[src/rtl/t06_button_conditioner_if.sv]
`default_nettype none
// ============================================================================
// Module      : t06_button_conditioner_if
// Description : Control/status bundle between the raw push-buttons plus the
//               CPU step/gameover signals and the button conditioner.
//               master = stimulus side (buttons, tick, gameover, enable),
//               slave  = the conditioner itself.
// Revision    : 1.0 - initial release
// ============================================================================
interface t06_button_conditioner_if;
    logic       enable;
    logic       button_right_in;
    logic       button_left_in;
    logic       button_up_in;
    logic       button_down_in;
    logic       button_start_pause_in;
    logic       move_tick;
    logic       gameover;
    logic [1:0] direction;
    logic       dir_changed;
    logic       running;
    logic       restart;

    modport master (
        output enable, button_right_in, button_left_in, button_up_in,
               button_down_in, button_start_pause_in, move_tick, gameover,
        input  direction, dir_changed, running, restart
    );

    modport slave (
        input  enable, button_right_in, button_left_in, button_up_in,
               button_down_in, button_start_pause_in, move_tick, gameover,
        output direction, dir_changed, running, restart
    );
endinterface
`default_nettype wire

[src/rtl/t06_button_conditioner.sv]
`default_nettype none
// ============================================================================
// Module      : t06_button_conditioner
// Description : Synchronises and debounces the five raw push-buttons, turns
//               debounced rising edges into one-cycle presses, filters snake
//               turns (repeats and reversals rejected) into a turn buffer that
//               is committed on move_tick, and runs the IDLE/RUN/PAUSE/OVER
//               game state machine with a restart pulse.
// Options     : T06_TURN_QUEUE_EN - when defined, the single overwriting turn
//               buffer becomes a 2-entry FIFO (one entry popped per tick).
// Note        : nrst is an active-HIGH asynchronous reset despite its name.
// Revision    : 1.0 - initial release
// ============================================================================
module t06_button_conditioner #(
    parameter int SYNC_STAGES     = 2,
    parameter int DEBOUNCE_CYCLES = 50000,
    parameter int CNT_W           = 16
) (
    input  wire                     clk,
    input  wire                     nrst,
    t06_button_conditioner_if.slave bus
);
    localparam int               c_NBTN      = 5;
    localparam int               c_BTN_START = 4;
    localparam logic [CNT_W-1:0] c_CNT_LAST  = CNT_W'(DEBOUNCE_CYCLES - 1);

    typedef enum logic [1:0] {
        S_IDLE  = 2'd0,
        S_RUN   = 2'd1,
        S_PAUSE = 2'd2,
        S_OVER  = 2'd3
    } state_t;

    // Button order: 0 right, 1 left, 2 up, 3 down, 4 start/pause.
    // The index of a direction button equals its direction code.
    logic [c_NBTN-1:0] w_raw;
    logic [c_NBTN-1:0] w_press;

    assign w_raw = {bus.button_start_pause_in, bus.button_down_in,
                    bus.button_up_in, bus.button_left_in, bus.button_right_in};

    generate
        for (genvar gi = 0; gi < c_NBTN; gi++) begin : g_btn
            logic [SYNC_STAGES-1:0] sync_q;
            logic [CNT_W-1:0]       cnt_q;
            logic [CNT_W-1:0]       cnt_d;
            logic                   st_q;
            logic                   st_d;
            logic                   st_prev_q;
            logic                   w_s;

            assign w_s = sync_q[SYNC_STAGES-1];

            // Synchroniser keeps running while disabled so the level is fresh on re-enable.
            always_ff @(posedge clk or posedge nrst) begin
                if (nrst) begin
                    sync_q <= '0;
                end else begin
                    sync_q <= {sync_q[SYNC_STAGES-2:0], w_raw[gi]};
                end
            end

            // Debounce: flip the stable level after DEBOUNCE_CYCLES consecutive mismatches.
            always_comb begin
                cnt_d = cnt_q;
                st_d  = st_q;
                if (w_s == st_q) begin
                    cnt_d = '0;
                end else if (cnt_q == c_CNT_LAST) begin
                    st_d  = w_s;
                    cnt_d = '0;
                end else begin
                    cnt_d = cnt_q + 1'b1;
                end
            end

            // Debounce state and edge-detect history; frozen while the block is disabled.
            always_ff @(posedge clk or posedge nrst) begin
                if (nrst) begin
                    cnt_q     <= '0;
                    st_q      <= 1'b0;
                    st_prev_q <= 1'b0;
                end else if (bus.enable) begin
                    cnt_q     <= cnt_d;
                    st_q      <= st_d;
                    st_prev_q <= st_q;
                end
            end

            // A press survives a disabled stretch because st_prev is frozen with st.
            assign w_press[gi] = bus.enable & st_q & ~st_prev_q;
        end
    endgenerate

    logic       w_start;
    logic       w_cand_vld;
    logic [1:0] w_cand;

    assign w_start = w_press[c_BTN_START];

    // Fixed priority among simultaneous direction presses: right > left > up > down.
    always_comb begin
        w_cand_vld = |w_press[3:0];
        w_cand     = 2'b00;
        if (w_press[0]) begin
            w_cand = 2'b00;
        end else if (w_press[1]) begin
            w_cand = 2'b01;
        end else if (w_press[2]) begin
            w_cand = 2'b10;
        end else if (w_press[3]) begin
            w_cand = 2'b11;
        end
    end

    state_t     state_q;
    state_t     state_d;
    logic [1:0] dir_q;
    logic [1:0] dir_d;
    logic       dchg_q;
    logic       dchg_d;
    logic       restart_q;
    logic       restart_d;
    logic [1:0] w_ref;
    logic       w_accept;

`ifdef T06_TURN_QUEUE_EN
    logic [1:0] fifo_q [2];
    logic [1:0] fifo_d [2];
    logic [1:0] fcnt_q;
    logic [1:0] fcnt_d;
`else
    logic [1:0] pend_q;
    logic [1:0] pend_d;
    logic       pvld_q;
    logic       pvld_d;
`endif

    // Turn filtering, commit on move_tick and the game state machine.
    always_comb begin
        state_d   = state_q;
        dir_d     = dir_q;
        dchg_d    = 1'b0;
        restart_d = 1'b0;
        w_ref     = dir_q;
`ifdef T06_TURN_QUEUE_EN
        fifo_d = fifo_q;
        fcnt_d = fcnt_q;
        // New turns are judged against the newest queued turn, if any.
        if (fcnt_q == 2'd2) begin
            w_ref = fifo_q[1];
        end else if (fcnt_q == 2'd1) begin
            w_ref = fifo_q[0];
        end
`else
        pend_d = pend_q;
        pvld_d = pvld_q;
`endif
        // Reverse direction = same axis (bit 1), opposite sign (bit 0 flipped).
        w_accept = w_cand_vld && (w_cand != w_ref) && (w_cand != {w_ref[1], ~w_ref[0]});

        if (state_q == S_RUN) begin
`ifdef T06_TURN_QUEUE_EN
            if (bus.move_tick && (fcnt_q != 2'd0)) begin
                dir_d     = fifo_q[0];
                dchg_d    = (fifo_q[0] != dir_q);
                fifo_d[0] = fifo_q[1];
                fcnt_d    = fcnt_q - 2'd1;
            end
            // Append after the pop, so a tick frees room for a same-cycle press.
            if (w_accept && (fcnt_d != 2'd2)) begin
                if (fcnt_d == 2'd0) begin
                    fifo_d[0] = w_cand;
                end else begin
                    fifo_d[1] = w_cand;
                end
                fcnt_d = fcnt_d + 2'd1;
            end
`else
            if (bus.move_tick && pvld_q) begin
                dir_d  = pend_q;
                dchg_d = (pend_q != dir_q);
                pvld_d = 1'b0;
            end
            // A newer accepted turn replaces whatever was buffered.
            if (w_accept) begin
                pend_d = w_cand;
                pvld_d = 1'b1;
            end
`endif
        end

        case (state_q)
            S_IDLE: begin
                if (w_start) begin
                    state_d = S_RUN;
                end
            end
            S_RUN: begin
                if (bus.gameover) begin
                    state_d = S_OVER;
                end else if (w_start) begin
                    state_d = S_PAUSE;
                end
            end
            S_PAUSE: begin
                if (bus.gameover) begin
                    state_d = S_OVER;
                end else if (w_start) begin
                    state_d = S_RUN;
                end
            end
            S_OVER: begin
                if (w_start) begin
                    state_d   = S_IDLE;
                    restart_d = 1'b1;
                    dir_d     = 2'b00;
`ifdef T06_TURN_QUEUE_EN
                    fcnt_d = 2'd0;
`else
                    pvld_d = 1'b0;
`endif
                end
            end
            default: begin
                state_d = S_IDLE;
            end
        endcase
    end

    // Game state registers; everything holds while disabled and the pulses drop.
    always_ff @(posedge clk or posedge nrst) begin
        if (nrst) begin
            state_q   <= S_IDLE;
            dir_q     <= 2'b00;
            dchg_q    <= 1'b0;
            restart_q <= 1'b0;
`ifdef T06_TURN_QUEUE_EN
            fifo_q    <= '{default: 2'b00};
            fcnt_q    <= 2'd0;
`else
            pend_q    <= 2'b00;
            pvld_q    <= 1'b0;
`endif
        end else if (bus.enable) begin
            state_q   <= state_d;
            dir_q     <= dir_d;
            dchg_q    <= dchg_d;
            restart_q <= restart_d;
`ifdef T06_TURN_QUEUE_EN
            fifo_q    <= fifo_d;
            fcnt_q    <= fcnt_d;
`else
            pend_q    <= pend_d;
            pvld_q    <= pvld_d;
`endif
        end else begin
            dchg_q    <= 1'b0;
            restart_q <= 1'b0;
        end
    end

    assign bus.direction   = dir_q;
    assign bus.dir_changed = dchg_q & bus.enable;
    assign bus.running     = (state_q == S_RUN);
    assign bus.restart     = restart_q & bus.enable;

endmodule
`default_nettype wire

[src/flat_wrapper.sv]
// flat-port wrapper written by rule: the top's interface ports become plain ports
module t06_button_conditioner_flat 
#(
    parameter int SYNC_STAGES     = 2,
    parameter int DEBOUNCE_CYCLES = 50000,
    parameter int CNT_W           = 16
)
  (clk, nrst, bus_enable, bus_button_right_in, bus_button_left_in, bus_button_up_in, bus_button_down_in, bus_button_start_pause_in, bus_move_tick, bus_gameover, bus_direction, bus_dir_changed, bus_running, bus_restart);
  t06_button_conditioner_if bus_i ();
  input  wire clk;
  input  wire nrst;
  input wire logic [$bits(bus_i.enable)-1:0] bus_enable;
  input wire logic [$bits(bus_i.button_right_in)-1:0] bus_button_right_in;
  input wire logic [$bits(bus_i.button_left_in)-1:0] bus_button_left_in;
  input wire logic [$bits(bus_i.button_up_in)-1:0] bus_button_up_in;
  input wire logic [$bits(bus_i.button_down_in)-1:0] bus_button_down_in;
  input wire logic [$bits(bus_i.button_start_pause_in)-1:0] bus_button_start_pause_in;
  input wire logic [$bits(bus_i.move_tick)-1:0] bus_move_tick;
  input wire logic [$bits(bus_i.gameover)-1:0] bus_gameover;
  output wire logic [$bits(bus_i.direction)-1:0] bus_direction;
  output wire logic [$bits(bus_i.dir_changed)-1:0] bus_dir_changed;
  output wire logic [$bits(bus_i.running)-1:0] bus_running;
  output wire logic [$bits(bus_i.restart)-1:0] bus_restart;
  assign bus_i.enable = bus_enable;
  assign bus_i.button_right_in = bus_button_right_in;
  assign bus_i.button_left_in = bus_button_left_in;
  assign bus_i.button_up_in = bus_button_up_in;
  assign bus_i.button_down_in = bus_button_down_in;
  assign bus_i.button_start_pause_in = bus_button_start_pause_in;
  assign bus_i.move_tick = bus_move_tick;
  assign bus_i.gameover = bus_gameover;
  assign bus_direction = bus_i.direction;
  assign bus_dir_changed = bus_i.dir_changed;
  assign bus_running = bus_i.running;
  assign bus_restart = bus_i.restart;
  t06_button_conditioner #(.SYNC_STAGES(SYNC_STAGES), .DEBOUNCE_CYCLES(DEBOUNCE_CYCLES), .CNT_W(CNT_W)) u_core (.clk(clk), .nrst(nrst), .bus(bus_i));
endmodule
[config.mk]
export PLATFORM = sky130hd
export DESIGN_NAME = t06_button_conditioner_flat
export DESIGN_NICKNAME = d
export VERILOG_FILES = /design/src/rtl/t06_button_conditioner_if.sv /design/src/rtl/t06_button_conditioner.sv /design/src/flat_wrapper.sv
export SDC_FILE = /design/constraint.sdc
export NUM_CORES = 1
export LEC_CHECK = 0
export ABC_CLOCK_PERIOD_IN_PS = 9100
export BUFFER_PORTS_ARGS = -buffer_cell sky130_fd_sc_hd__buf_2
export CAP_MARGIN = 10
export CORE_ASPECT_RATIO = 0.6
export CORE_MARGIN = 2
export CORE_UTILIZATION = 50
export DETAILED_ROUTE_END_ITERATION = 16
export PLACE_DENSITY = 0.66
export SYNTH_ARGS = -nofsm -noshare
export SYNTH_HDL_FRONTEND = slang
export SYNTH_SLANG_ARGS = --single-unit
[constraint.sdc]
create_clock -name clk -period 9.1 [get_ports clk]
set_input_delay 0 -clock clk [delete_from_list [all_inputs] [get_ports clk]]
set_output_delay 0 -clock clk [all_outputs]
set_load 0.02 [all_outputs]
**After elaboration in Yosys (flattened, before gate mapping)**

Index checks and enable logic that the tools add are counted.

- Eq/ne operators: 18
- Mux-type cells: 35
- Bitwise gates (word level): 23
- Reductions and logical operators: 12
- Add/sub/neg operators: 5

Operator list:

| kind | number |
|---|---|
| $mux 16 | 10 |
| $add 16x1->16 const B | 5 |
| $eq 16x16->1 const B | 5 |
| $mux 2 | 13 |
| $reduce_and 3->1 | 7 |
| $and 1x1->1 | 12 |
| $mux 1 | 11 |
| $not 1->1 | 11 |
| $pmux 2 s4 | 1 |
| $ne 2x2->1 | 3 |
| $eq 1x1->1 | 5 |
| $eq 2x2->1 const B | 2 |
| $reduce_or 4->1 | 1 |
| $logic_and 1x1->1 | 3 |
| $ne 3x2->1 const B | 1 |
| $eq 2x1->1 const B | 1 |
| $logic_not 2->1 | 1 |
| $ne 2x1->1 const B | 1 |

- Register bits after elaboration: 109
- Word-level logic and storage cells: 119
- Output and inout port bits: 5
- Bits of input ports: 10

**Depth between registers and ports, before layout**

- Depth after elaboration: 13
- Gate-level depth with buffers: 7

**Least setup slack after synthesis**

No wires, ideal clock.

- Path kind: reg-to-reg
- From: register u_core.g_btn[2].cnt_q[10]
- To: register u_core.g_btn[2].cnt_q[6]
- Stages on the path, launching flop included: 8
- Data required time: 8979 ps
- Setup time: 121 ps
- Arrival time: 1877 ps
- Setup slack: 7102 ps
- Clock period less this slack: 1998 ps
- Path through: dfrtp_1 -> buf_6 -> or4_4 -> nor4_4 -> or2_1 -> buf_6 -> o21ai_2 -> a22o_1

- Longest elaborated chain between the ends: 3

RTL lines:

| what | line | text |
|---|---|---|
| from (decl) | t06_button_conditioner.sv:45 | `logic [CNT_W-1:0] cnt_q;` |
| from (signal assigned) | t06_button_conditioner.sv:84 | `cnt_q <= cnt_d;` |
| $eq 16x16->1 | t06_button_conditioner.sv:69 | `end else if (cnt_q == c_CNT_LAST) begin` |
| $mux 16 | t06_button_conditioner.sv:69 |  |
| $mux 16 | t06_button_conditioner.sv:67 | `if (w_s == st_q) begin` |

Every way passes these cells.
A chain may end at the register's enable or synchronous reset.

**Final worst setup path**

- From: register u_core.g_btn[4].cnt_q[10]
- To: register u_core.g_btn[4].cnt_q[14]

- Longest elaborated chain between the ends: 3
- Elaborated cells between the ends (all ways): 4
- Classes of those cells: add/sub: 1; eq/ne: 1; mux: 2

RTL lines:

| what | line |
|---|---|
| from (decl) | t06_button_conditioner.sv:45 |
| from (signal assigned) | t06_button_conditioner.sv:84 |
| $add 16x1->16 / $eq 16x16->1 (equally long branches) | t06_button_conditioner.sv:73, t06_button_conditioner.sv:69 |
| $mux 16 * | t06_button_conditioner.sv:69 |
| $mux 16 * | t06_button_conditioner.sv:67 |

Mark *: on every way between the ends. The rest lies on a longest branch, timed or not.

==> impl_results.md <==
- First-pass GRT wire length: 20.0 mm
- Avg Inst Size Synth: 9.67 µm²
- Die Wd: 141 µm
- Final Util: 0.550
- Finish-stage setup viols: 0
- I/O pin count: 15
- Mapped Cells: 585
- Post-CTS Setup Bufs: 0
- Setup WS pre-CTS: 6450 ps
- CP max stage delay: between 700 and 800 ps
- Max FO, Critical Path: 16
- Fmax: 0.405 GHz
- Final TNS setup: 0 ps
- Sw Share: 0.246
- Worst-case clock skew: 8.41 ps
- Number of synthesized flops with an enable pin: 0
- Worst setup SP type: flip-flop
- Synthesized cell area: 0.00566 mm²
- Crit. End Element: flip-flop
- Die ar.: 0.0122 mm²
- Final #Nets: just over 600
- Multi-input gate area: 0.00274 mm²
- #FFs+latches synth: 109
- Final Non-Filler Cells: 743
- Reg area: around 0.0027 mm²
- Hold crit path type: input port to flip-flop
- Grt ovf: 0
- RSZ-0062 raised after global routing: no
- Final max-slew violation count: 0
- Share of async-settable or async-resettable flops after synthesis: 1.00
- TritonRoute pass-1 iters: 5
- Synthesized net count: 600
- Cell Rows: 30
- Post-synth top area cell: dfrtp_1
- Seq pwr share: 0.543
- Worst Max-Slew Pin Slew: 874 ps
- Share of layout cells above drive strength 1: 0.102
- Dpl cell area: around 0.0058 mm²
- YS warnings: 0
- # fillers: 991
- Total detailed-routing wirelength: 11.7 mm
- Die Y: 86.4 µm
- TritonCTS buffer count: 9
- Min cycle time layout: 2470 ps
- Final instance area: 0.00613 mm²
- Avg WL per Cell: 15.7 µm
- Int Power: 0.000716 W
- Worst EP arrival: 2710 ps
- Hold Buf Count CTS: 6
- Sink Count: 109
- Largest net degree at the start of global routing: 80
- CORE AREA: 0.0111 mm²
- Placed insts: 722
- Post-route antenna net violation count: 0
- CTS tree: done
- Pleak: around 2.6 nW
- Gpl congestion: roughly 0.83
- Top FF cell, synth: dfrtp_1
- Crit path cell chain: or4_4, o41ai_4, nor2_1, a32o_1
- Longest Clk Path Bufs: 2
- Final Cycle Share: 0.272
- Via-to-Cell Ratio: 6.13
- Peak VDD IR: between 0.09 and 0.1 mV
- Starting Density: 0.508
- Worst EP required: 9340 ps
- DRC: 0
- Clock share of power: 0.388
- Worst slew margin: 0.415
- Critical path type: flip-flop to flip-flop
- Global Route Usage Sum: 0.203
- Root Driver: clkbuf_16
- Drt first-iter violations: around 490
- CP max stage cell: o41ai_4
- Yosys top cell area share: 0.482
- Synth unique cells: 58
- Top post-synthesis cells by count: 109 x dfrtp_1, 64 x nand2_1, 41 x a31oi_1
- Outcome: completed
- PnR worst setup slack: 6630 ps
- Sequential-to-total area share from yosys stat: 0.482
- Most numerous cell in the Yosys netlist: dfrtp_1
- H-tree depth: 3
- DP HPWL: 7.71 mm
- Final hold vios: 0
- PwrDens: 155 mW/mm²
- Initial antenna violation count: 0
- Crit path buf inv count: 0
- Combinational Power Share: 0.070
- Max-cap violations: 0
- Dominant cells by area after synthesis: dfrtp_1 48%, a31oi_1 4.5%, nand2_1 4.2%, o21ai_0 3.3%, a21oi_1 2.7%
- CP delay by family, top: compound AO/OA/AOI/OAI gates
- Post-CTS sizing: 0
- Synthesis-to-finish area growth: 8.40%
- Worst-path clk slew: 70 ps
- Sw power: 0.000233 W
- Antenna diode count: 0
- Clock latency on the worst-skew pair: ~350 ps
- DR vias: 4556
- Number of port buffers: 14
- Vias in the first global route: about 4000
## sequential cells by signal (all words and copies together), names as in the netlist
name / count
u_core.g_btn.cnt_q: 80
u_core.g_btn.sync_q: 10
u_core.g_btn.st_prev_q: 5
u_core.g_btn.st_q: 5
u_core.bus.direction: 2
u_core.pend_q: 2
u_core.state_q: 2
u_core.dchg_q: 1
u_core.pvld_q: 1
u_core.restart_q: 1
## worst paths after layout
path	startpoint	endpoint	slack, ps	cells after the start
worst max-delay path	u_core.g_btn[4].cnt_q[10]	u_core.g_btn[4].cnt_q[14]	6630	4
worst max register to register	u_core.g_btn[4].cnt_q[10]	u_core.g_btn[4].cnt_q[14]	6630	4
worst min register to register	u_core.g_btn[4].sync_q[0]	u_core.g_btn[4].sync_q[1]	350	0
max in group asynchronous	nrst	u_core.g_btn[3].cnt_q[14]	7670	4
worst min-delay path	bus_gameover	u_core.state_q[0]	40	3
min in group asynchronous	nrst	u_core.g_btn[0].cnt_q[10]	260	3
## final cells by class
type                    count  share of cell area
clock inverters             4             0.00530
well taps                 144              0.0294
repair buffers             24              0.0261
inverters                  12             0.00775
clock buffers              11              0.0396
flip-flops and latches    109               0.445
multi-input cells         439               0.447
## cell families (layout without fill, tap and decap cells)
| family | count (synthesis) | after routing | synth area share |
|---|---|---|---|
| AOI/OAI and AO/OA | 160 | 160 | 0.183 |
| DFF | 109 | 109 | 0.482 |
| and+or+nand+nor | 236 | 236 | 0.224 |
| buffers and inverters | 37 | 51 | 0.0336 |
| muxes | 21 | 21 | 0.0398 |
| xor gates and xnor gates | 17 | 17 | 0.0263 |
| adders and majority gates | 5 | 5 | 0.0111 |
## stage by stage
stage	hold WS, ps	power [W]
3_3_place_gp	108	0.000585
2_1_floorplan	31.4	0.000571
5_1_grt	67.2	0.000991
3_5_place_dp	110	0.000589
6_report	36.7	0.000949
4_1_cts	20.7	0.000962
## worst min-delay path, cell delays in order
cell and delay [ps]:
buf_2 120, a21oi_1 150, o31ai_1 70
## placed cells by master, fill, tap and decap left out, types with 10 or more instances in the layout
cell	Yosys	final
nand3_1	25	25
a21oi_1	30	30
a31oi_1	41	41
xnor2_1	10	10
and3_1	16	16
buf_2	2	14
o21ai_0	37	37
a22o_1	15	15
nand4_1	21	21
mux2_2	12	12
nor2_1	37	36
dfrtp_1	109	109
nor3_1	13	13
inv_1	12	11
nand2_1	64	64
## power by group through the flow
stage / logic [W] / clock network [W] / registers (W)
floorplan: 0.0000513 / 0 / 0.000520
global placement: 0.0000619 / 0 / 0.000523
global route: 0.0000755 / 0.000398 / 0.000517
finish: 0.0000660 / 0.000368 / 0.000515
CTS: 0.0000670 / 0.000380 / 0.000515
detailed placement: 0.0000647 / 0 / 0.000524
## routing by layer
layer / part of all wire / global-route usage
met2: 0.41 / 0.287
met3: 0.055 / 0.0492
met1: 0.53 / 0.314
met5: 0 / 0
met4: 0.0063 / 0.0482
(Power assumes the default switching activity.)
